`config.mk`:
```
export PLATFORM = sky130hd
export DESIGN_NAME = pixel_feeder_flat
export DESIGN_NICKNAME = d
export VERILOG_FILES = /design/src/rtl/pixel_feeder_pkg.sv /design/src/rtl/pixel_feeder_if.sv /design/src/rtl/pixel_feeder_fifo.sv /design/src/rtl/pixel_feeder.sv /design/src/flat_wrapper.sv
export SDC_FILE = /design/constraint.sdc
export NUM_CORES = 1
export LEC_CHECK = 0
export ABC_CLOCK_PERIOD_IN_PS = 3300
export CORE_ASPECT_RATIO = 1.2
export CORE_MARGIN = 2
export CORE_UTILIZATION = 56
export CTS_CLUSTER_SIZE = 25
export DETAILED_ROUTE_END_ITERATION = 10
export PLACE_DENSITY = 0.83
export SYNTH_ARGS = -nofsm -noshare
export SYNTH_HDL_FRONTEND = slang
export SYNTH_SLANG_ARGS = --single-unit
```
`constraint.sdc`:
```
create_clock -name dotclk_i -period 3.3 [get_ports dotclk_i]
set_clock_uncertainty 0.15 [all_clocks]
set_input_delay 0.33 -clock dotclk_i [delete_from_list [all_inputs] [get_ports dotclk_i]]
set_output_delay 0.33 -clock dotclk_i [all_outputs]
set_load 0.005 [all_outputs]
```
`src/rtl/pixel_feeder_pkg.sv`:
```
// rtl/pixel_feeder_pkg.sv - bpp encodings, line states and pixels-per-word lookup for pixel_feeder
package pixel_feeder_pkg;

    typedef logic [1:0] bpp_t;

    localparam bpp_t BPP_1 = 2'd0;
    localparam bpp_t BPP_2 = 2'd1;
    localparam bpp_t BPP_4 = 2'd2;
    localparam bpp_t BPP_8 = 2'd3;

    localparam int WORD_W = 16;

    typedef enum logic {
        ST_IDLE = 1'b0,
        ST_RUN  = 1'b1
    } state_t;

    // Index of the last pixel slot in a word: (16 >> bpp) - 1
    function automatic logic [3:0] ppw_last(input bpp_t bpp);
        case (bpp)
            BPP_1:   return 4'd15;
            BPP_2:   return 4'd7;
            BPP_4:   return 4'd3;
            default: return 4'd1;
        endcase
    endfunction

endpackage

```
`src/rtl/pixel_feeder_if.sv`:
```
// rtl/pixel_feeder_if.sv - fetch/shifter signal bundle; underrun_cnt_o present with PIXEL_FEEDER_UNDERRUN_CNT_EN
interface pixel_feeder_if
    import pixel_feeder_pkg::*;
#(
    parameter int WPL_W = 8
);
    bpp_t               bpp_i;
    logic [WPL_W-1:0]   words_per_line_i;
    logic               line_start_i;
    logic               word_valid_i;
    logic [WORD_W-1:0]  word_dat_i;
    logic               word_ready_o;
    logic [WORD_W-1:0]  sr_dat_o;
    logic               sr_load_o;
    logic               sr_shift1_o;
    logic               sr_shift2_o;
    logic               sr_shift4_o;
    logic               sr_shift8_o;
    logic               active_o;
    logic               underrun_o;
`ifdef PIXEL_FEEDER_UNDERRUN_CNT_EN
    logic [7:0]         underrun_cnt_o;
`endif

    modport master (
        output bpp_i, words_per_line_i, line_start_i, word_valid_i, word_dat_i,
        input  word_ready_o, sr_dat_o, sr_load_o, sr_shift1_o, sr_shift2_o,
               sr_shift4_o, sr_shift8_o, active_o, underrun_o
`ifdef PIXEL_FEEDER_UNDERRUN_CNT_EN
        , input underrun_cnt_o
`endif
    );

    modport slave (
        input  bpp_i, words_per_line_i, line_start_i, word_valid_i, word_dat_i,
        output word_ready_o, sr_dat_o, sr_load_o, sr_shift1_o, sr_shift2_o,
               sr_shift4_o, sr_shift8_o, active_o, underrun_o
`ifdef PIXEL_FEEDER_UNDERRUN_CNT_EN
        , output underrun_cnt_o
`endif
    );

endinterface

```
`src/rtl/pixel_feeder_fifo.sv`:
```
// rtl/pixel_feeder_fifo.sv - synchronous DEPTH x 16 word buffer, head visible without fall-through
module pixel_feeder_fifo
    import pixel_feeder_pkg::*;
#(
    parameter int DEPTH = 4
) (
    input  logic              clk,
    input  logic              rst,
    input  logic              push,
    input  logic              pop,
    input  logic [WORD_W-1:0] din,
    output logic [WORD_W-1:0] head,
    output logic              full,
    output logic              empty
);
    localparam int AW = $clog2(DEPTH);

    logic [WORD_W-1:0] mem [DEPTH];
    logic [AW:0]       wr_q;
    logic [AW:0]       rd_q;
    logic              do_push;
    logic              do_pop;

    // Extra pointer bit distinguishes full from empty when the indices match
    assign empty   = (wr_q == rd_q);
    assign full    = (wr_q[AW] != rd_q[AW]) && (wr_q[AW-1:0] == rd_q[AW-1:0]);
    assign head    = mem[rd_q[AW-1:0]];
    assign do_push = push && !full;
    assign do_pop  = pop && !empty;

    always_ff @(posedge clk) begin
        if (rst) begin
            wr_q <= '0;
            rd_q <= '0;
        end else begin
            if (do_push) wr_q <= wr_q + 1'b1;
            if (do_pop)  rd_q <= rd_q + 1'b1;
        end
    end

    always_ff @(posedge clk) begin
        if (do_push) mem[wr_q[AW-1:0]] <= din;
    end

endmodule

```
`src/rtl/pixel_feeder.sv`:
```
// rtl/pixel_feeder.sv - word buffer and line strobe sequencer for the pixel shifter; PIXEL_FEEDER_UNDERRUN_CNT_EN adds underrun_cnt_o
module pixel_feeder
    import pixel_feeder_pkg::*;
#(
    parameter int FIFO_DEPTH = 4,
    parameter int WPL_W      = 8
) (
    input  logic          dotclk_i,
    input  logic          reset_i,
    pixel_feeder_if.slave bus
);
    state_t            state_q, state_d;
    bpp_t              bpp_q, bpp_d;
    logic [WPL_W-1:0]  wpl_q, wpl_d;
    logic [WPL_W-1:0]  word_q, word_d;
    logic [WPL_W-1:0]  acc_q, acc_d;
    logic [3:0]        pix_q, pix_d;
    logic [WORD_W-1:0] dat_q, dat_d;
    logic              load_q, load_d;
    logic [3:0]        shift_q, shift_d;
    logic              active_q, active_d;
    logic              underrun_q, underrun_d;

    logic              word_ready;
    logic              push;
    logic              pop;
    logic [WORD_W-1:0] head;
    logic              full;
    logic              empty;

`ifdef PIXEL_FEEDER_UNDERRUN_CNT_EN
    logic [7:0]        ucnt_q, ucnt_d;
`endif

    pixel_feeder_fifo #(.DEPTH(FIFO_DEPTH)) u_fifo (
        .clk   (dotclk_i),
        .rst   (reset_i),
        .push  (push),
        .pop   (pop),
        .din   (bus.word_dat_i),
        .head  (head),
        .full  (full),
        .empty (empty)
    );

    // wpl_q doubles as the prefetch limit while idle, so the next line fills up front
    assign word_ready = !full && (acc_q < wpl_q);
    assign push       = bus.word_valid_i && word_ready;

    always_comb begin
        state_d    = state_q;
        bpp_d      = bpp_q;
        wpl_d      = wpl_q;
        word_d     = word_q;
        pix_d      = pix_q;
        acc_d      = acc_q + WPL_W'(push);
        underrun_d = underrun_q;
        dat_d      = '0;
        load_d     = 1'b0;
        shift_d    = 4'b0000;
        active_d   = 1'b0;
        pop        = 1'b0;
`ifdef PIXEL_FEEDER_UNDERRUN_CNT_EN
        ucnt_d     = ucnt_q;
`endif
        case (state_q)
            ST_IDLE: begin
                if (bus.line_start_i && (bus.words_per_line_i != '0)) begin
                    state_d    = ST_RUN;
                    bpp_d      = bus.bpp_i;
                    wpl_d      = bus.words_per_line_i;
                    word_d     = '0;
                    pix_d      = '0;
                    underrun_d = 1'b0;
                end
            end
            ST_RUN: begin
                active_d = 1'b1;
                if (pix_q == 4'd0) begin
                    load_d = 1'b1;
                    if (!empty) begin
                        pop   = 1'b1;
                        dat_d = head;
                    end else begin
                        underrun_d = 1'b1;
`ifdef PIXEL_FEEDER_UNDERRUN_CNT_EN
                        if (ucnt_q != 8'hFF) ucnt_d = ucnt_q + 8'd1;
`endif
                    end
                end else begin
                    shift_d[bpp_q] = 1'b1;
                end
                if (pix_q == ppw_last(bpp_q)) begin
                    pix_d  = '0;
                    word_d = word_q + WPL_W'(1);
                    if (word_q == wpl_q - WPL_W'(1)) begin
                        state_d = ST_IDLE;
                        acc_d   = WPL_W'(push);
                        wpl_d   = bus.words_per_line_i;
                    end
                end else begin
                    pix_d = pix_q + 4'd1;
                end
            end
            default: state_d = ST_IDLE;
        endcase
    end

    always_ff @(posedge dotclk_i) begin
        if (reset_i) begin
            state_q    <= ST_IDLE;
            bpp_q      <= BPP_1;
            wpl_q      <= bus.words_per_line_i;
            word_q     <= '0;
            pix_q      <= '0;
            acc_q      <= '0;
            underrun_q <= 1'b0;
            dat_q      <= '0;
            load_q     <= 1'b0;
            shift_q    <= 4'b0000;
            active_q   <= 1'b0;
        end else begin
            state_q    <= state_d;
            bpp_q      <= bpp_d;
            wpl_q      <= wpl_d;
            word_q     <= word_d;
            pix_q      <= pix_d;
            acc_q      <= acc_d;
            underrun_q <= underrun_d;
            dat_q      <= dat_d;
            load_q     <= load_d;
            shift_q    <= shift_d;
            active_q   <= active_d;
        end
    end

`ifdef PIXEL_FEEDER_UNDERRUN_CNT_EN
    always_ff @(posedge dotclk_i) begin
        if (reset_i) ucnt_q <= 8'd0;
        else         ucnt_q <= ucnt_d;
    end
    assign bus.underrun_cnt_o = ucnt_q;
`endif

    assign bus.word_ready_o = word_ready;
    assign bus.sr_dat_o     = dat_q;
    assign bus.sr_load_o    = load_q;
    assign bus.sr_shift1_o  = shift_q[0];
    assign bus.sr_shift2_o  = shift_q[1];
    assign bus.sr_shift4_o  = shift_q[2];
    assign bus.sr_shift8_o  = shift_q[3];
    assign bus.active_o     = active_q;
    assign bus.underrun_o   = underrun_q;

endmodule

```
`src/flat_wrapper.sv`:
```
// flat-port wrapper written by rule: the top's interface ports become plain ports
module pixel_feeder_flat import pixel_feeder_pkg::*;
#(
    parameter int FIFO_DEPTH = 4,
    parameter int WPL_W      = 8
)
  (dotclk_i, reset_i, bus_bpp_i, bus_words_per_line_i, bus_line_start_i, bus_word_valid_i, bus_word_dat_i, bus_word_ready_o, bus_sr_dat_o, bus_sr_load_o, bus_sr_shift1_o, bus_sr_shift2_o, bus_sr_shift4_o, bus_sr_shift8_o, bus_active_o, bus_underrun_o);
  pixel_feeder_if #(.WPL_W(WPL_W)) bus_i ();
  input  logic dotclk_i;
  input  logic reset_i;
  input wire logic [$bits(bus_i.bpp_i)-1:0] bus_bpp_i;
  input wire logic [$bits(bus_i.words_per_line_i)-1:0] bus_words_per_line_i;
  input wire logic [$bits(bus_i.line_start_i)-1:0] bus_line_start_i;
  input wire logic [$bits(bus_i.word_valid_i)-1:0] bus_word_valid_i;
  input wire logic [$bits(bus_i.word_dat_i)-1:0] bus_word_dat_i;
  output wire logic [$bits(bus_i.word_ready_o)-1:0] bus_word_ready_o;
  output wire logic [$bits(bus_i.sr_dat_o)-1:0] bus_sr_dat_o;
  output wire logic [$bits(bus_i.sr_load_o)-1:0] bus_sr_load_o;
  output wire logic [$bits(bus_i.sr_shift1_o)-1:0] bus_sr_shift1_o;
  output wire logic [$bits(bus_i.sr_shift2_o)-1:0] bus_sr_shift2_o;
  output wire logic [$bits(bus_i.sr_shift4_o)-1:0] bus_sr_shift4_o;
  output wire logic [$bits(bus_i.sr_shift8_o)-1:0] bus_sr_shift8_o;
  output wire logic [$bits(bus_i.active_o)-1:0] bus_active_o;
  output wire logic [$bits(bus_i.underrun_o)-1:0] bus_underrun_o;
  assign bus_i.bpp_i = bus_bpp_i;
  assign bus_i.words_per_line_i = bus_words_per_line_i;
  assign bus_i.line_start_i = bus_line_start_i;
  assign bus_i.word_valid_i = bus_word_valid_i;
  assign bus_i.word_dat_i = bus_word_dat_i;
  assign bus_word_ready_o = bus_i.word_ready_o;
  assign bus_sr_dat_o = bus_i.sr_dat_o;
  assign bus_sr_load_o = bus_i.sr_load_o;
  assign bus_sr_shift1_o = bus_i.sr_shift1_o;
  assign bus_sr_shift2_o = bus_i.sr_shift2_o;
  assign bus_sr_shift4_o = bus_i.sr_shift4_o;
  assign bus_sr_shift8_o = bus_i.sr_shift8_o;
  assign bus_active_o = bus_i.active_o;
  assign bus_underrun_o = bus_i.underrun_o;
  pixel_feeder #(.FIFO_DEPTH(FIFO_DEPTH), .WPL_W(WPL_W)) u_core (.dotclk_i(dotclk_i), .reset_i(reset_i), .bus(bus_i));
endmodule
```
### After elaboration in Yosys (flattened, before gate mapping)

Memories as Yosys holds them, arrays and structs flattened. A register that Yosys moved wholly into a read port is not among the register bits.
Cells that the tools add are included.
W data, S select, Z words.

* output and inout port bits: 24
* flip-flop bits (word level): 44
* memories: 1
* memory bits (writable): 64

Memories
* u_core.u_fifo.mem: depth 4, width 16, rd ports 1, clocked after Yosys merged registers in 1, wr ports 1, RTL line pixel_feeder_fifo.sv:18 `logic [WORD_W-1:0] mem [DEPTH];`

* $lt $le $gt $ge: 3
* add/subtract/negate cells: 6
* muxes and demuxes: 33
* reductions and logical operators: 19
* bitwise logic cells: 2
* eq/ne operators: 14

Operator list (count)
* $mux W8: 9
* $pmux W8 S2: 2
* $mux W1: 14
* $mux W4: 3
* $pmux W4 S3: 1
* $add A8 B1 Y8: 1
* $add A8 B1 Y8 const B: 1
* $eq A8 B8 Y1: 1
* $lt A8 B8 Y1: 1
* $pmux W4 S2: 1
* $reduce_bool A8 Y1: 1
* $sub A8 B1 Y8 const B: 1
* $logic_and A1 B1 Y1: 7
* $add A3 B1 Y3 const B: 2
* $ne A2 B2 Y1 const B: 3
* $ne A3 B3 Y1 const B: 2
* $reduce_and A3 Y1: 2
* $add A4 B1 Y4 const B: 1
* $eq A4 B4 Y1: 1
* $logic_not A4 Y1: 1
* $pmux W1 S2: 2
* $reduce_and A2 Y1: 2
* $reduce_or A4 Y1: 1
* $eq A3 B3 Y1: 1
* other kinds (14): 16

### Logic depth before layout (Yosys ltp)

Gate-level depths: netlist of run 1.

* word-level depth: 9
* gate-level depth with buffers: 12
* mapped depth without buffers: 12

### Modules after synthesis

Synthesis of run 1 repeated with hierarchy kept, for this count alone.

* cells, all modules: 397
* area total of the unflattened synthesis: 5330.1 um2

Modules (own cells, without submodules)
* pixel_feeder_fifo: area an instance 2885.3 um2, cells each 152, times used 1
* pixel_feeder: area an instance 2444.8 um2, cells each 245, times used 1

### Least setup slack after synthesis of run 1

Ideal clock, no wire load.

* kind: reg-to-reg
* start: register u_core.wpl_q[4]
* end: register u_core.wpl_q[0], enable pin
* buffers on the path: 0
* data required time: 2.816 ns
* stages on the path, launching flop included: 7
* arrival: 2.224 ns
* path slack: 0.591 ns
* cells stage by stage: edfxtp_1 > or3_1 > or3_4 > a2111oi_4 > nand3_2 > o21ai_2 > nand2b_1

* word-level cells in the longest chain between the ends: 4

RTL lines
* start, declared: RTL line pixel_feeder.sv:14 `logic [WPL_W-1:0] wpl_q, wpl_d;`
* start signal, assigned: RTL line pixel_feeder.sv:113 `wpl_q <= bus.words_per_line_i;`
* start signal, assigned: RTL line pixel_feeder.sv:125 `wpl_q <= wpl_d;`
* $sub A8 B1 Y8: RTL line pixel_feeder.sv:96 `if (word_q == wpl_q - WPL_W'(1)) begin`
* $eq A8 B8 Y1: RTL line pixel_feeder.sv:96
* $ne A3 B3 Y1 (no source line)
* $reduce_and A3 Y1 (no source line)

No other way between the ends.
A chain may end at the register's enable or synchronous reset.

### Final worst setup path of run 1

* start: register u_core.wpl_q[3]
* end: output port bus_word_ready_o

* word-level cells in the longest chain between the ends: 2

RTL lines
* $lt A8 B8 Y1: RTL line pixel_feeder.sv:47 `assign word_ready = !full && (acc_q < wpl_q);`
* $logic_and A1 B1 Y1: RTL line pixel_feeder.sv:47
* end, declared: RTL line flat_wrapper.sv:16 `output wire logic [$bits(bus_i.word_ready_o)-1:0] bus_word_ready_o;`

No other way between the ends.

==> results_dict.tcl, run 1 <==
set metrics [dict create \
    status "complete, no violations" \
    peakVddDrop_mv 0.505 \
    dr_wl_met3_um 577 \
    layout.nets 499 \
    drv_cap 0 \
    multi_input_area_um2 1780 \
    synth_flop_cell "edfxtp_1" \
    ys_seq_area_share_pct 62.9 \
    cp_data_arrival_time_ns 2.61 \
    worst-r2r-setup-slack_ns 0.50 \
    timing.rr.start "u_core.wpl_q[4]" \
    antenna_found_initial 0 \
    ys_ff_latch 124 \
    ys_warn_count 0 \
    netlist_area_um2 5100 \
    holdCritPathClass "in -> reg" \
    cp.required_ns 2.82 \
    cts.clk_slew.worst_paths_ns 0.06 \
    relSlewSlack_pct 24.7 \
    startpoint_type "flip-flop" \
    worst_pin_slew_ns 1.12 \
    hpwl_um 6640 \
    r2r-end "u_core.wpl_q[2]" \
    period_share_pct 93.7 \
    grt_pass1_wl_um 17700 \
    route.top_layer_used "met4" \
    design_area_um2 6420 \
    p_total_mw 3.94 \
    dpl-instance-area_um2 5810 \
    setup_viol 0 \
    synth.distinct_cells 49 \
    ant_nets 0 \
    wl_met1_um 4520 \
    worstHoldStart "bus_bpp_i[0]" \
    wl_met2_um 5770 \
    hold_depth 3 \
    finalWirelength_um 11000 \
    cp-end-kind "primary output" \
    synth_top_cell_area_share_pct 42.4 \
    postSynthCellCount 380 \
    tns_ns 0 \
    finalMaxSlewViolations 0 \
    die_w_um 91.1 \
    hold_end "u_core.bpp_q[0]" \
    htree_levels 4 \
    finalHoldViolCount 0 \
    regArea_um2 3200 \
    dpl_worst_slack_ns 0.500 \
    yosys.area.top_type "edfxtp_1" \
    die_area_um2 9880 \
    timing.fmax_mhz 323 \
    power.leakage_nw 2.39 \
    io_buffers 53 \
    grt_pass1_vias 3417 \
    fill_cells 607 \
    drtIter0Drc 204 \
    vias 3276 \
    crit_fanout 5 \
    synthArstFlopShare_pct 0 \
    ctsRootBufferMaster "clkbuf_8" \
    path_class "reg -> out" \
    rows 38 \
    avgViaCountPerCell 5.61 \
    avgSynthCellArea_um2 13.4 \
    synth_edf_count 72 \
    finalCriticalPeriod_ns 3.09 \
    area_growth_pct 26.0 \
    grt_overflow_total 0 \
    core_um2 8940 \
    drc 0 \
    drive_above_1_share_pct 13.6 \
    cts_tree "built" \
    synth.top_cells.by_area "edfxtp_1 (42%), dfxtp_1 (20%), mux4_2 (7.1%)" \
    dieHeight_um 109 \
    ioPinCount 54 \
    grt_max_degree 23 \
    drtPass1Iterations 4 \
    holdBufCountCts 0 \
    gp_congestion 0.866 \
    clk-insertion-delay-late_ns 0.53 \
    grt_usage_pct 24.4 \
    setup_slack_ns 0.208 \
    rsz0062_at_grt "false" \
    r2r_cells 6 \
    powerDensity_nw_per_um2 613 \
    syn_nets 428 \
    initial_core_util_pct 57.0 \
    numCtsBuffers 17 \
    antenna_cells 0 \
    wire_per_inst_um 18.9 \
    clk_path_buf_depth 2 \
    cts_sinks 124 \
]
==> power breakdown <==
| group | internal (mW) | total, mW | switching (mW) |
|---|---|---|---|
| registers | 1.70 | 1.74 | 0.0364 |
| clock network | 1.22 | 1.90 | 0.678 |
| logic | 0.147 | 0.298 | 0.151 |
==> synth_stat cells (all sizes together), types with 5 or more instances <==
cell    instances
a21oi          18
and3           22
clkbuf          9
dfxtp          52
edfxtp         72
ha             18
inv            20
mux4           16
nand2          17
nand3          12
nand3b          6
nor2           26
nor2b           7
o21ai          11
or3             5
xnor2          13
xor2            8
==> cell usage in the layout (no fill, tap or decap), types with 4 or more instances in the layout <==
| cell type | instances |
|---|---|
| buf_4 | 10 |
| mux4_2 | 16 |
| a21oi_1 | 18 |
| xor2_1 | 8 |
| or3_1 | 4 |
| nand3b_1 | 6 |
| xnor2_1 | 13 |
| clkdlybuf4s50_1 | 53 |
| clkinv_4 | 4 |
| edfxtp_1 | 72 |
| bufinv_16 | 4 |
| inv_1 | 20 |
| nand3_1 | 11 |
| clkbuf_16 | 16 |
| o21ai_0 | 9 |
| nand2_1 | 17 |
| nor2_1 | 26 |
| ha_1 | 18 |
| nor3_1 | 4 |
| dfxtp_1 | 52 |
| and3_1 | 22 |
| and2_1 | 4 |
| nor2b_1 | 7 |
==> cell families after synthesis <==
logic type               count (synthesis)  share of synthesized area, %
AO/OA/AOI/OAI                           44                          5.70
flip-flops                             124                          62.9
AND/OR/NAND/NOR                        123                          13.4
adder cells (fa/ha/maj)                 18                          4.42
buffers and inverters                   31                          2.33
multiplexers                            19                          7.68
XOR/XNOR                                21                          3.61
==> layout make-up <==
type / count / area share (%)
clock buffer: 17 / 6.45
clock inverter: 15 / 3.06
inverter: 20 / 1.17
sequential: 124 / 49.9
multi-input combinational: 225 / 27.7
tap: 120 / 2.34
timing repair buffer: 63 / 9.43
==> metal layers <==
metal	up-vias	GRT usage [%]
li1	1555	-
met5	-	0
met3	15	7.67
met2	90	42.1
met1	1616	28.6
met4	0	9.42
==> timing repair <==
item | CTS | global route
setup endpoints to repair | 0 | 1
buffers inserted | 0 | 0
gates resized for setup | 0 | 1
==> through the flow <==
| stage | hold slack [ns] | cells | util (%) |
|---|---|---|---|
| 2_1_floorplan | 0.253 | 380 | - |
| 3_3_place_gp | 0.348 | 552 | 65.0 |
| 3_5_place_dp | 0.355 | 552 | 65.0 |
| 4_1_cts | 0.208 | 584 | 71.8 |
| 5_1_grt | 0.233 | 584 | 71.8 |
| 6_report | 0.226 | 584 | 71.8 |
==> critical path, stage by stage (launching register included) <==
cell             delay [ns]
edfxtp_1               0.44
inv_1                  0.12
ha_1                   0.22
a2111oi_1              0.39
o32a_1                 0.26
and2_1                 0.16
clkdlybuf4s50_1        0.50
==> worst max-delay path by stage <==
stage                                from                to  cells past startpoint
after floorplan           u_core.wpl_q[4]   u_core.wpl_q[0]                      6
after global placement    u_core.wpl_q[4]   u_core.wpl_q[5]                      6
after detailed placement  u_core.wpl_q[4]   u_core.wpl_q[0]                      6
after CTS                 u_core.wpl_q[3]  bus_word_ready_o                      6
after global routing      u_core.wpl_q[3]  bus_word_ready_o                      6
final                     u_core.wpl_q[3]  bus_word_ready_o                      6
==> sequential cells by signal, summed over array words and instances (netlist names) <==
register               flops
u_core.acc_q               8
u_core.bus.active_o        1
u_core.bus.sr_load_o       1
u_core.u_fifo.rd_q         3
u_core.word_q              8
u_core.bus.sr_dat_o       16
u_core.bus.underrun_o      1
u_core.shift_q             4
u_core.bpp_q               2
u_core.pix_q               4
u_core.u_fifo.mem         64
u_core.state_q             1
u_core.wpl_q               8
u_core.u_fifo.wr_q         3
(Power assumes the default switching activity.)
==> run 2, diff against run 1 <==
- CORE_MARGIN: 2 -> 1.5
- REMOVE_ABC_BUFFERS: unset -> 1
==> run 2 against run 1 <==
  * Register-to-register slack lost 0.04 ns
  * Setup slack lost 0.022 ns
  * Core utilization grew 1.6 points
  * Total power shrank 2.3%
  * Clock power shrank 4%
  * Hold slack lost 0.0010 ns
  * Critical path depth is the same
  * Sequential power is essentially flat
  * Die area shrank 2.0%
  * Wire length shrank 12%
  * Critical path type unchanged
  * Via count shrank 1.1%
==> results_dict.tcl, run 2 (same netlist as run 1, synthesis figures left out) <==
set metrics [dict create \
    status "complete, no violations" \
    cp_data_arrival_time_ns 2.63 \
    drc 0 \
    core_um2 8700 \
    holdWs_ns 0.225 \
    path_class "reg -> out" \
    cts.clk_slew.worst_paths_ns 0.05 \
    slowest_delay_ns 0.50 \
    setup_viol 0 \
    finalCriticalPeriod_ns 3.11 \
    dieHeight_um 108 \
    io_buffers 53 \
    htree_levels 4 \
    tns_ns 0 \
    peakVddDrop_mv 0.327 \
    post_cts_resize_count 0 \
    startpoint_type "flip-flop" \
    die_area_um2 9680 \
    drtPass1Iterations 4 \
    critPathTopFamily "compound AO/OA/AOI/OAI gates" \
    clk-insertion-delay-late_ns 0.51 \
    post-route-util_pct 73.4 \
    area_growth_pct 25.3 \
    layout.nets 499 \
    gp_congestion 0.866 \
    vias 3241 \
    relSlewSlack_pct 30.7 \
    final_common_cell "edfxtp_1" \
    crit_chain "inv_1 -> ha_1 -> a2111oi_0 -> o32a_1 -> and2_1 -> clkdlybuf4s50_1" \
    largest_reg_flops 64 \
    avgViaCountPerCell 5.58 \
    grt_usage_pct 21.6 \
    ioPinCount 54 \
    use_met3_pct 6.50 \
    final_cell_mix "edfxtp_1 (72), clkdlybuf4s50_1 (53), dfxtp_1 (52), nor2_1 (26), and3_1 (22)" \
    finalMaxSlewViolations 0 \
    cp.required_ns 2.82 \
    grt_overflow_total 0 \
    grt_pass1_wl_um 15700 \
    top_usage_layer "met2" \
    hpwl_um 6380 \
    grt_use_met2_pct 39.6 \
    worst_pin_slew_ns 1.04 \
    crit_fanout 5 \
    antenna_found_initial 0 \
    power.leakage_nw 2.38 \
    grt_max_degree 23 \
    cp-end-kind "primary output" \
    powerDensity_nw_per_um2 602 \
    clk_path_buf_depth 2 \
    cts_tree "built" \
    holdCritPathClass "in -> reg" \
    grt_use_met1_pct 22.5 \
    p_total_mw 3.85 \
    finalHoldViolCount 0 \
    die_w_um 90.1 \
    numCtsBuffers 17 \
    drive_above_1_share_pct 12.3 \
    wire_per_inst_um 16.8 \
    cp_num_buf_inv 2 \
    drtIter0Drc 172 \
    antenna_cells 0 \
    fill_cells 584 \
    grt_pass1_vias 3318 \
    ctsRootBufferMaster "clkbuf_8" \
    holdBufCountCts 0 \
    initial_core_util_pct 58.6 \
    slowest_stage "clkdlybuf4s50_1" \
    period_share_pct 94.4 \
    timing.fmax_mhz 321 \
    rsz0062_at_grt "false" \
    finalWirelength_um 9760 \
    ant_nets 0 \
    drv_cap 0 \
    postCtsSetupBuffers 0 \
    rows 37 \
    cts_sinks 124 \
]
run 2: changes by cell type in the layout (fill, tap and decap cells not counted), sizes merged:
cell / previous run / this run
clkbuf: 17 / 23
clkinvlp: 2 / 1
inv: 21 / 20
clkinv: 8 / 4
run 2: per-stage QoR:
step,cells,worst slack [ns],area [um^2]
final,581,0.186,6390
after global routing,581,0.0938,6390
after CTS,581,0.167,6390
after detailed placement,549,0.533,5800
after global placement,549,0.602,5800
after floorplan,369,0.584,5050
run 2: final timing paths:
| check | startpoint | endpoint | slack [ns] | cells past startpoint |
|---|---|---|---|---|
| worst max-delay path | u_core.wpl_q[3] | bus_word_ready_o | 0.19 | 6 |
| worst min-delay path | bus_bpp_i[1] | u_core.bpp_q[1] | 0.23 | 3 |
| worst max register to register | u_core.wpl_q[3] | u_core.acc_q[4] | 0.46 | 11 |
| worst min register to register | u_core.bus.underrun_o | u_core.bus.underrun_o | 0.36 | 2 |
run 2: layer usage:
metal  routed length [um]  part of all wire [%]
met3                  464                   4.8
met5                    0                     0
met1                 3770                    39
met4                  301                   3.1
met2                 5230                    54
run 2: final cells by class:
type | count | area (um^2) | share of cell area, %
Clock inverter | 9 | 145 | 2.27
Timing Repair Buffer | 63 | 606 | 9.48
Inverter | 20 | 75.1 | 1.18
Tap cell | 117 | 146 | 2.29
Clock buffer | 23 | 437 | 6.84
Sequential cell | 124 | 3200 | 50.2
Multi-Input combinational cell | 225 | 1770 | 27.8
run 2: worst register-to-register path, stage by stage, from the launching register on:
cell	delay [ns]
edfxtp_1	0.43
inv_1	0.09
ha_1	0.22
a2111oi_0	0.44
o32a_1	0.28
nand3_1	0.16
inv_1	0.18
ha_1	0.26
ha_1	0.24
nand3_1	0.10
xor2_1	0.14
nor2_1	0.05
run 2: where the power goes:
part           switching [mW]  leakage [nW]  internal [mW]
combinational           0.146          1.01          0.147
sequential             0.0330          1.09           1.70
clock                   0.602         0.279           1.22
total                   0.781          2.38           3.07
==> run 3, diff against run 2 <==
- CORE_MARGIN: 1.5 -> 3
==> run 3 against run 2 <==
  * Combinational power barely moved
  * Total power fell by 0.18%
  * Sequential cell count did not move
  * Final area rose by 0.31%
  * Count of clock-buffer cells in the layout rose by 6
  * Clock power barely moved
  * Hold slack got worse by 0.0079 ns
  * Via count rose by 1.9%
  * Die area rose by 6.2%
  * Wire length rose by 5.1%
  * Final cell count rose by 0.17%
  * Critical path type unchanged
==> results_dict.tcl, run 3 (same netlist as run 1, synthesis figures left out) <==
set metrics [dict create \
    avgViaCountPerCell 5.67 \
    cp_num_buf_inv 2 \
    status "complete, no violations" \
    hpwl_um 6470 \
    finalWirelength_um 10300 \
    cts_tree "built" \
    timing.fmax_mhz 325 \
    seqPwrFrac_pct 45.2 \
    clk_path_buf_depth 2 \
    power_frac_clock_pct 47.1 \
    die_w_um 93.1 \
    peakVddDrop_mv 0.315 \
    sw_frac_of_total_pct 20.7 \
    finalCriticalPeriod_ns 3.07 \
    antenna_cells 0 \
    r2r_cells 11 \
    setup_viol 0 \
    hold_depth 3 \
    drv_cap 0 \
    grt_max_degree 23 \
    slowest_stage "clkdlybuf4s50_1" \
    slowest_delay_ns 0.50 \
    worstHoldStart "bus_bpp_i[1]" \
    p_int_mw 3.04 \
    htree_levels 4 \
    grt_usage_pct 22.0 \
    startpoint_type "flip-flop" \
    design_area_um2 6410 \
    io_buffers 53 \
    finalHoldViolCount 0 \
    clk-insertion-delay-late_ns 0.52 \
    powerDensity_nw_per_um2 599 \
    wire_per_inst_um 17.6 \
    timing.rr.start "u_core.wpl_q[1]" \
    r2r-end "u_core.acc_q[6]" \
    power.leakage_nw 2.40 \
    period_share_pct 93.1 \
    dpl_worst_slack_ns 0.555 \
    crit_chain "inv_1 -> ha_1 -> a2111oi_0 -> o32a_1 -> and2_1 -> clkdlybuf4s50_1" \
    worst_pin_slew_ns 1.08 \
    cts_sinks 124 \
    grt_overflow_total 0 \
    ioPinCount 54 \
    ctsRootBufferMaster "clkbuf_8" \
    relSlewSlack_pct 27.5 \
    drtPass1Iterations 4 \
    crit_fanout 4 \
    gp_congestion 0.856 \
    tns_ns 0 \
    p_total_mw 3.84 \
    initial_core_util_pct 58.6 \
    grt_pass1_vias 3491 \
    dpl-instance-area_um2 5810 \
    vias 3301 \
    dieHeight_um 111 \
    cp_data_arrival_time_ns 2.59 \
    drive_above_1_share_pct 12.9 \
    die_area_um2 10300 \
    p_switching_mw 0.796 \
    core_um2 8700 \
    cts.clk_slew.worst_paths_ns 0.05 \
    layout.nets 500 \
    rows 37 \
    path_class "reg -> out" \
    holdBufCountCts 0 \
    final_cell_mix "edfxtp_1 (72), clkdlybuf4s50_1 (53), dfxtp_1 (52), nor2_1 (26), and3_1 (22)" \
    cp-end-kind "primary output" \
    rsz0062_at_grt "false" \
    holdCritPathClass "in -> reg" \
    area_growth_pct 25.7 \
    fill_cells 573 \
    drtIter0Drc 159 \
    antenna_found_initial 0 \
    drc 0 \
    grt_pass1_wl_um 16900 \
    postCtsSetupBuffers 0 \
    worst-r2r-setup-slack_ns 0.51 \
    numCtsBuffers 17 \
    final_common_cell "edfxtp_1" \
    post_cts_resize_count 0 \
    comb_power_share_pct 7.7 \
    setup_slack_ns 0.228 \
    finalMaxSlewViolations 0 \
    largest_reg_flops 64 \
    cp.required_ns 2.82 \
    critPathTopFamily "compound AO/OA/AOI/OAI gates" \
    ant_nets 0 \
    hold_end "u_core.bpp_q[1]" \
]
## run 3: cell count changes in the layout (fill, tap and decap cells not counted)
cell / previous run / this run
clkinv_1: 2 / 0
buf_4: 10 / 11
inv_4: 0 / 1
clkbuf_8: 1 / 4
clkinv_2: 2 / 1
bufinv_16: 4 / 1
clkinvlp_4: 1 / 0
clkbuf_16: 16 / 19
## run 3: layer usage
layer	up-vias	part of all wire [%]	GRT usage, %	wire [um]
met5	-	0	0	0
met3	24	5.3	6.34	546
met4	0	2.8	11.5	287
li1	1552	-	-	-
met1	1612	39	24.0	3960
met2	113	53	38.3	5470
## run 3: power by group through the flow
stage	logic [mW]	clock network (mW)	registers [mW]
after floorplan	0.151	0	1.77
after global placement	0.286	0	1.76
after detailed placement	0.294	0	1.77
after CTS	0.298	1.83	1.74
after global routing	0.325	1.90	1.74
final	0.294	1.81	1.74
## run 3: worst max-delay path by stage
stage / from / to / slack (ns) / cells past startpoint
2_1_floorplan: u_core.wpl_q[4] / u_core.wpl_q[0] / 0.58 / 6
3_3_place_gp: u_core.wpl_q[4] / u_core.wpl_q[7] / 0.59 / 6
4_1_cts: u_core.wpl_q[1] / bus_word_ready_o / 0.19 / 6
3_5_place_dp: u_core.wpl_q[2] / u_core.wpl_q[7] / 0.55 / 6
6_report: u_core.wpl_q[1] / bus_word_ready_o / 0.23 / 6
5_1_grt: u_core.wpl_q[1] / bus_word_ready_o / 0.09 / 6
## run 3: worst min-delay path: cells and delay by family
| family | cells | cell delay, ns |
|---|---|---|
| buffers and inverters | 1 | 0.40 |
| and+or+nand+nor | 1 | 0.06 |
| AOI/OAI and AO/OA | 1 | 0.05 |
## run 3: stage by stage
step / hold WS, ns / utilization (%) / std cells
after detailed placement: 0.372 / 66.8 / 550
after CTS: 0.202 / 73.6 / 582
after global placement: 0.341 / 66.8 / 550
after global routing: 0.221 / 73.6 / 582
final: 0.217 / 73.6 / 582
after floorplan: 0.249 / - / 369
## run 3: area by class of cell
cell class	count	area, um^2	share of cell area, %
clock buffers	29	553	8.63
clock inverters	3	41.3	0.645
inverters	20	75.1	1.17
multi-input cells	225	1770	27.7
flip-flops and latches	124	3200	50.0
well taps	117	146	2.29
repair buffers	64	613	9.57
==> patch, RTL diff (flow settings as in run 2) <==
`FIFO_DEPTH` is set to 4 in 2 places; all go to 8.
--- a/src/rtl/pixel_feeder.sv
+++ b/src/rtl/pixel_feeder.sv
@@ -4,3 +4,3 @@
 #(
-    parameter int FIFO_DEPTH = 4,
+    parameter int FIFO_DEPTH = 8,
     parameter int WPL_W      = 8
--- a/src/flat_wrapper.sv
+++ b/src/flat_wrapper.sv
@@ -3,3 +3,3 @@
 #(
-    parameter int FIFO_DEPTH = 4,
+    parameter int FIFO_DEPTH = 8,
     parameter int WPL_W      = 8
Check against the original RTL: not equivalent (Yosys sat finds a counterexample within 10 cycles, from zero or initial values and one cycle with reset_i high).
==> patch against run 2 <==
- routed wire length increased by 48%
- sequential cell count up 66
- sequential power up 55%
- synthesized area increased by 50%
- total power is 36% higher
- global-route usage is 0.38 points higher
- first-iteration DRC count rose by 78%
- worst setup slack improved by 92 ps
- design area is 42% higher
- largest cell class unchanged
- largest power group is now registers
==> patch: results (changes against run 2) <==
metric,value,unit,change
status,completed,,unchanged
post-synthesis mux area share,12.3,%,was 7.68%
met2 global-route usage,37.6,%,was 39.6%
clock-cell share of area,6.84,%,was 9.11%
LEAKAGE,3.08,nW,was 2.38 nW
pre-CTS WS,310,ps,was 533 ps
crit-path leading delay family,simple AND/OR/NAND/NOR gates,,was compound AO/OA/AOI/OAI gates
pin count of the biggest net entering global routing,36,,was 23
CP max stage delay,570,ps,was 500 ps
top post-synthesis cells by area,"edfxtp_1 (53%), dfxtp_1 (14%), mux4_2 (9.4%)",,"was edfxtp_1 (42%), dfxtp_1 (20%), mux4_2 (7.1%)"
clk_lat worst skew,440,ps,was 510 ps
clock slew seen by the registers of the worst setup and hold paths,70,ps,was 50 ps
via count,4306,,was 3241
Signal buf overhead,7.17,%,was 9.48%
bufs w/o clock,69,,was 63
Global Route met3 Usage,5.61,%,was 6.50%
Synth Area in Adders,2.45,%,was 4.42%
Synth Area in XOR/XNOR,3.31,%,was 3.61%
vias in the first global route,4512,,was 3318
hold depth,1,,was 3
crit path max fanout,16,,was 5
"Slowest-stage cell, CP",or4b_4,,was clkdlybuf4s50_1
met1 Use GR,25.8,%,was 22.5%
Seq/total area,56.9,%,was 50.2%
WP data arrival,2990,ps,was 2630 ps
part of the Yosys area used for sequential elements,67.4,%,was 62.9%
synth cell count leaders,"edfxtp_1 (136), nor2_1 (58), dfxtp_1 (54)",,"was edfxtp_1 (72), dfxtp_1 (52), nor2_1 (26)"
area of the multi-input gates,2370,um2,was 1770 um2
fill count,852,,was 584
max reg flops,128,,was 64
Iter 0 DRT Violations,306,,was 172
syn avg cell area,15.6,um2,was 13.4 um2
# Taps,168,,was 117
clock buf count,19,,was 23
"Cell Area, Placed",8460,um2,was 5800 um2
gp weighted congestion,0.786,,was 0.866
[patch: cell types whose count changed after synthesis, sizes merged, moves of 16 or more]
cell    change
and3       -17
edfxtp     +64
mux2i      +20
mux4       +16
nor2       +32
[patch: worst paths after layout]
| check | from | end | slack (ps) |
|---|---|---|---|
| worst max-delay path | u_core.wpl_q[5] | u_core.u_fifo.mem[6][3] | 280 |
| worst min-delay path | bus_words_per_line_i[3] | u_core.wpl_q[3] | 320 |
| worst max register to register | u_core.wpl_q[5] | u_core.u_fifo.mem[6][3] | 280 |
| worst min register to register | u_core.bpp_q[0] | u_core.shift_q[2] | 390 |
[patch: layer usage]
layer,vias up,part of all wire (%)
met5,-,0
met4,0,2.6
met3,24,4.4
met2,125,54
met1,2153,39
li1,2004,-
[patch: report_power, final]
group          switching, mW  internal (mW)
clock                  0.877           1.27
combinational          0.202          0.208
sequential            0.0460           2.63
